### src/rtl/fib_pkg.sv
// Shared definitions for the FIB lookup pipeline: walker FSM encoding and the
// default widths that walker and tree levels must agree on.
package fib_pkg;

    typedef enum logic [1:0] {
        StIdle = 2'd0,
        StWait = 2'd1,
        StResp = 2'd2
    } walk_state_e;

    localparam int unsigned DefWordSize    = 16;
    localparam int unsigned DefPointerSize = 16;

    // Smallest level-index width that can hold 0 (no level) through num_levels.
    function automatic int unsigned level_w_for(input int unsigned num_levels);
        return (num_levels < 1) ? 1 : $clog2(num_levels + 1);
    endfunction

endpackage

### src/rtl/fib_level_walker.sv
// Lookup initiator: walks BST levels 1..NUM_LEVELS for one word at a time and
// returns hit/miss with the level and node address where the walk ended.
module fib_level_walker
    import fib_pkg::*;
#(
    parameter int unsigned WORD_SIZE    = DefWordSize,
    parameter int unsigned POINTER_SIZE = DefPointerSize,
    parameter int unsigned NUM_LEVELS   = 4,
    parameter int unsigned LEVEL_W      = 8,
    parameter int unsigned RESP_LATENCY = 1,
    parameter logic [POINTER_SIZE-1:0] ROOT_ADDR = '0
) (
    input  logic                    clk_in,
    input  logic                    rst_in,
    input  logic                    req_valid_in,
    input  logic [WORD_SIZE-1:0]    req_word_in,
    output logic                    req_ready_out,
    output logic [LEVEL_W-1:0]      lvl_sel_out,
    output logic [POINTER_SIZE-1:0] lvl_addr_out,
    output logic [WORD_SIZE-1:0]    lvl_lookup_out,
    input  logic [POINTER_SIZE-1:0] lvl_next_ptr_in,
    input  logic                    lvl_match_in,
    input  logic                    lvl_no_child_in,
    output logic                    resp_valid_out,
    output logic                    resp_hit_out,
    output logic [LEVEL_W-1:0]      resp_level_out,
    output logic [POINTER_SIZE-1:0] resp_addr_out,
    input  logic                    resp_ready_in
);

    localparam int unsigned CntW = (RESP_LATENCY > 1) ? $clog2(RESP_LATENCY + 1) : 1;
    localparam logic [CntW-1:0]    CntLoad   = CntW'(RESP_LATENCY);
    localparam logic [LEVEL_W-1:0] LastLevel = LEVEL_W'(NUM_LEVELS);

    walk_state_e             state_q, state_d;
    logic [CntW-1:0]         cnt_q, cnt_d;
    logic [LEVEL_W-1:0]      sel_q, sel_d;
    logic [POINTER_SIZE-1:0] addr_q, addr_d;
    logic [WORD_SIZE-1:0]    word_q, word_d;
    logic                    hit_q, hit_d;
    logic [LEVEL_W-1:0]      rlvl_q, rlvl_d;
    logic [POINTER_SIZE-1:0] raddr_q, raddr_d;

    logic sample;
    logic walk_done;

    // Level outputs are only trusted once the latency counter has drained.
    assign sample    = (state_q == StWait) && (cnt_q == '0);
    assign walk_done = lvl_match_in || lvl_no_child_in || (sel_q == LastLevel);

    // State register
    always_ff @(posedge clk_in or posedge rst_in) begin
        if (rst_in) begin
            state_q <= StIdle;
        end else begin
            state_q <= state_d;
        end
    end

    // Next-state logic
    always_comb begin
        state_d = state_q;
        case (state_q)
            StIdle:  if (req_valid_in) state_d = StWait;
            StWait:  if (sample && walk_done) state_d = StResp;
            StResp:  if (resp_ready_in) state_d = StIdle;
            default: state_d = StIdle;
        endcase
    end

    // Output logic
    always_comb begin
        req_ready_out  = (state_q == StIdle);
        resp_valid_out = (state_q == StResp);
    end

    always_ff @(posedge clk_in or posedge rst_in) begin
        if (rst_in) begin
            cnt_q   <= '0;
            sel_q   <= '0;
            addr_q  <= '0;
            word_q  <= '0;
            hit_q   <= 1'b0;
            rlvl_q  <= '0;
            raddr_q <= '0;
        end else begin
            cnt_q   <= cnt_d;
            sel_q   <= sel_d;
            addr_q  <= addr_d;
            word_q  <= word_d;
            hit_q   <= hit_d;
            rlvl_q  <= rlvl_d;
            raddr_q <= raddr_d;
        end
    end

    always_comb begin
        cnt_d   = cnt_q;
        sel_d   = sel_q;
        addr_d  = addr_q;
        word_d  = word_q;
        hit_d   = hit_q;
        rlvl_d  = rlvl_q;
        raddr_d = raddr_q;
        case (state_q)
            StIdle: begin
                if (req_valid_in) begin
                    word_d = req_word_in;
                    sel_d  = LEVEL_W'(1);
                    addr_d = ROOT_ADDR;
                    cnt_d  = CntLoad;
                end
            end
            StWait: begin
                if (cnt_q != '0) begin
                    cnt_d = cnt_q - CntW'(1);
                end else if (walk_done) begin
                    hit_d   = lvl_match_in;
                    rlvl_d  = sel_q;
                    raddr_d = addr_q;
                end else begin
                    sel_d  = sel_q + LEVEL_W'(1);
                    addr_d = lvl_next_ptr_in;
                    cnt_d  = CntLoad;
                end
            end
            StResp: begin
                if (resp_ready_in) sel_d = '0;
            end
            default: ;
        endcase
    end

    assign lvl_sel_out    = sel_q;
    assign lvl_addr_out   = addr_q;
    assign lvl_lookup_out = word_q;
    assign resp_hit_out   = hit_q;
    assign resp_level_out = rlvl_q;
    assign resp_addr_out  = raddr_q;

endmodule

### config.mk
export PLATFORM = sky130hd
export DESIGN_NAME = fib_level_walker
export DESIGN_NICKNAME = d
export VERILOG_FILES = /design/src/rtl/fib_pkg.sv /design/src/rtl/fib_level_walker.sv
export SDC_FILE = /design/constraint.sdc
export NUM_CORES = 1
export LEC_CHECK = 0
export ABC_CLOCK_PERIOD_IN_PS = 1850
export CORE_UTILIZATION = 42
export CTS_BUF_LIST = sky130_fd_sc_hd__clkbuf_4 sky130_fd_sc_hd__clkbuf_8
export DETAILED_ROUTE_END_ITERATION = 7
export HOLD_SLACK_MARGIN = 0.1
export PLACE_DENSITY = 0.78
export SETUP_SLACK_MARGIN = 0.5
export SYNTH_ARGS = -nofsm -noshare
export SYNTH_HDL_FRONTEND = slang
export SYNTH_SLANG_ARGS = --single-unit
### constraint.sdc
create_clock -name clk_in -period 1.85 [get_ports clk_in]
set_input_delay 0.185 -clock clk_in [delete_from_list [all_inputs] [get_ports clk_in]]
set_output_delay 0.185 -clock clk_in [all_outputs]
set_load 0.01 [all_outputs]
==> results.ini <==
[global_route]
grt_antenna_before_repair = 0
grt_max_degree = 69
grt_util_all_layers_pct = 27.8
grt_overflow = 0
grt_pass1_vias = 2820
grt_pass1_wl_microns = 15400

[clocking]
clock_latency_ns = 0.35
clk_pin_slew_ns = 0.08
htree_levels = 3
clkSinkCount = 68
cts_buffer_depth = 2
cts_tree = yes
numCtsBuffers = 9
root_buffer = clkbuf_8

[detailed_routing]
post_drt_wl_per_cell_microns = 21.5
finalWirelength_microns = 10800
drt-initial-drc-count = 177
num_vias = 2822
ant_nets = 0
drtPass1Iterations = 4
drc = 0
viasPerCell = 5.59

[floorplan]
ios = 105
design.core.area_sq_um = 6870
initial_core_util_pct = 43.8
std_cell_rows = 30
die-area_sq_um = 7500
die_w_microns = 86.6
die_y_microns = 86.6

[place]
pre_cts_slack_ns = -0.120
place_congestion = 0.829
hpwl_microns = 5220
portBuffers = 104

[logic_synthesis]
synth_most_common_cell = dfrtp_1
netlist_area_sq_um = 3010
postSynthRegisterBits = 68
ys.warnings.count = 0
async_flop_share_pct = 100
synth_edf_count = 0
synth.distinct_cells = 34
synth.top_cell.area_share_pct = 56.6
synthTopCellsByCount = dfrtp_1 (68), mux2_2 (22), o21ai_0 (22), o31ai_1 (22), nand2_1 (21)
yosys.area.top_type = dfrtp_1
synth_cells = 243
synth_area_leaders = dfrtp_1 (57%), mux2_2 (8.2%), mux2_1 (7.5%)
ys.flop_type = dfrtp_1
yosysSeqAreaShare_pct = 56.6
syn_nets = 288
synth_area_per_cell_sq_um = 12.4

[pwr]
peakVddDrop_mv = 1.20
leakage_uw = 0.00267
cellPowerDensity_nw_per_um2 = 1670

[outcome]
violations = negative setup slack
status = complete, but fails checks

[worst_setup_path]
cp.required_ns = 2.14
crit_slowest_cell = nor4b_1
cp_common_cell = buf_4
worstSetupEndpointType = flip-flop
max_stage_delay_ns = 0.51
path_cells = inv_2, buf_4, buf_4, buf_4, buf_4, nor4b_1, nor4bb_4, a211o_1
critPathKind = flip-flop to flip-flop
crit_arrival_ns = 2.28
crit_path_start_kind = flip-flop
path_max_fanout = 2

[worst_hold_path]
hold_path.class = input port to async pin

[layout]
area_delta_synth_final_pct = 86.0
antenna_cells = 0
final_nets = 449
drive_above_1_share_pct = 47.9
num-fill-cells = 356

[timing]
setup_viol = 48
fin_skew_ns = 0.00746
setup_tns_ns = -3.64
min_period_over_period_pct = 108
worstMarginPinSlew_ns = 0.528
grt_setup_unrepaired = yes
worst_slew_margin_rel_pct = 64.3
finalHoldViolations = 0
fmax_mhz = 502
slew_viol_final = 0
post-route-min-period_ns = 1.99
final.setup.worst_slack_ns = -0.143

[job]
maxCapViolations = 0

==> registers in the layout (all words and copies together), names as in the netlist <==
register	flops
state_q	2
resp_addr_out	16
cnt_q	1
resp_level_out	8
resp_hit_out	1
lvl_sel_out	8
lvl_addr_out	16
lvl_lookup_out	16
==> path summary, 6_finish.rpt <==
| path | start | end | slack (ns) | depth (start not counted) |
|---|---|---|---|---|
| hold reg to reg | resp_addr_out[6]$_DFFE_PP0P_ | resp_addr_out[6]$_DFFE_PP0P_ | 0.51 | 1 |
| setup reg to reg | lvl_sel_out[0]$_DFFE_PP0P_ | lvl_sel_out[7]$_DFFE_PP0P_ | -0.14 | 8 |
| setup / recovery | lvl_sel_out[0]$_DFFE_PP0P_ | lvl_sel_out[7]$_DFFE_PP0P_ | -0.14 | 8 |
| min in group clk_in | lvl_next_ptr_in[9] | lvl_addr_out[9]$_DFFE_PP0P_ | 0.41 | 3 |
| hold / removal | rst_in | lvl_lookup_out[4]$_DFFE_PP0P_ | 0.26 | 3 |
| max in group asynchronous | rst_in | state_q[0]$_DFFE_PP0P_ | 1.24 | 3 |
==> placed cells by master, fill, tap and decap left out, types with 3 or more instances in the layout <==
master / count
dlygate4sd2_1: 57
inv_2: 3
o21ai_4: 9
ha_1: 3
clkdlybuf4s50_1: 37
mux2_4: 42
buf_12: 8
buf_6: 16
o21ai_2: 11
o31ai_2: 13
buf_4: 31
buf_16: 5
dfrtp_1: 65
dfrtp_2: 3
inv_1: 5
clkbuf_2: 6
nand2_1: 19
nor2_1: 7
ha_4: 4
clkbuf_8: 10
nand3_1: 4
o31ai_4: 9
==> per-layer routing <==
layer / wire, microns / vias to the layer above / part of all wire [%] / GRT usage (%)
met5: 0 / - / 0 / 0
met4: 457 / 0 / 4.2 / 13.2
met3: 614 / 44 / 5.7 / 5.05
met2: 5600 / 162 / 52 / 46.5
met1: 4180 / 1405 / 39 / 34.9
li1: - / 1211 / - / -
==> layout make-up <==
type	instances	area (sq um)	share of cell area, %
clock buffer	12	153	2.73
clock inverter	4	72.6	1.30
inverter	10	43.8	0.784
multi-input combinational	151	1800	32.3
sequential	68	1710	30.5
tap	96	120	2.15
timing repair buffer	164	1690	30.2
==> kinds of logic after synthesis <==
logic type	count (synthesis)	synth area share (%)
flip-flops	68	56.6
AO/OA/AOI/OAI	58	13.3
multiplexers	43	16.1
AND/OR/NAND/NOR	43	7.37
buffers and inverters	24	3.75
adder cells (fa/ha/maj)	7	2.91
==> where the power goes <==
part	leakage (uW)	switching, uW	internal [uW]
clock	0.000113	592	825
combinational	0.00167	2670	2930
sequential	0.000879	352	1950
==> per-stage QoR <==
stage | hold WS (ns) | total power (uW) | instances | util, % | area (sq um)
floorplan | 0.320 | 4000 | 243 | - | 3080
global placement | 0.467 | 5420 | 457 | 63.4 | 4360
detailed placement | 0.475 | 5540 | 457 | 63.4 | 4360
CTS | 0.305 | 8420 | 497 | 77.4 | 5320
global route | 0.302 | 9670 | 505 | 81.4 | 5590
finish | 0.263 | 9320 | 505 | 81.4 | 5590
==> what timing repair did <==
action,CTS,global route
pin swaps,20,4
gates cloned,7,2
buffers inserted,17,6
setup endpoints to repair,135,75
hold buffers,0,0
resized for setup,235,43
==> critical path, delay by kind of cell, from the launching register on <==
| family | cells | cell delay [ns] |
|---|---|---|
| DFF | 1 | 0.39 |
| and+or+nand+nor | 2 | 0.88 |
| buffers and inverters | 5 | 0.56 |
| AOI/OAI and AO/OA | 1 | 0.12 |
No activity file was read; power rests on OpenSTA's default activity.
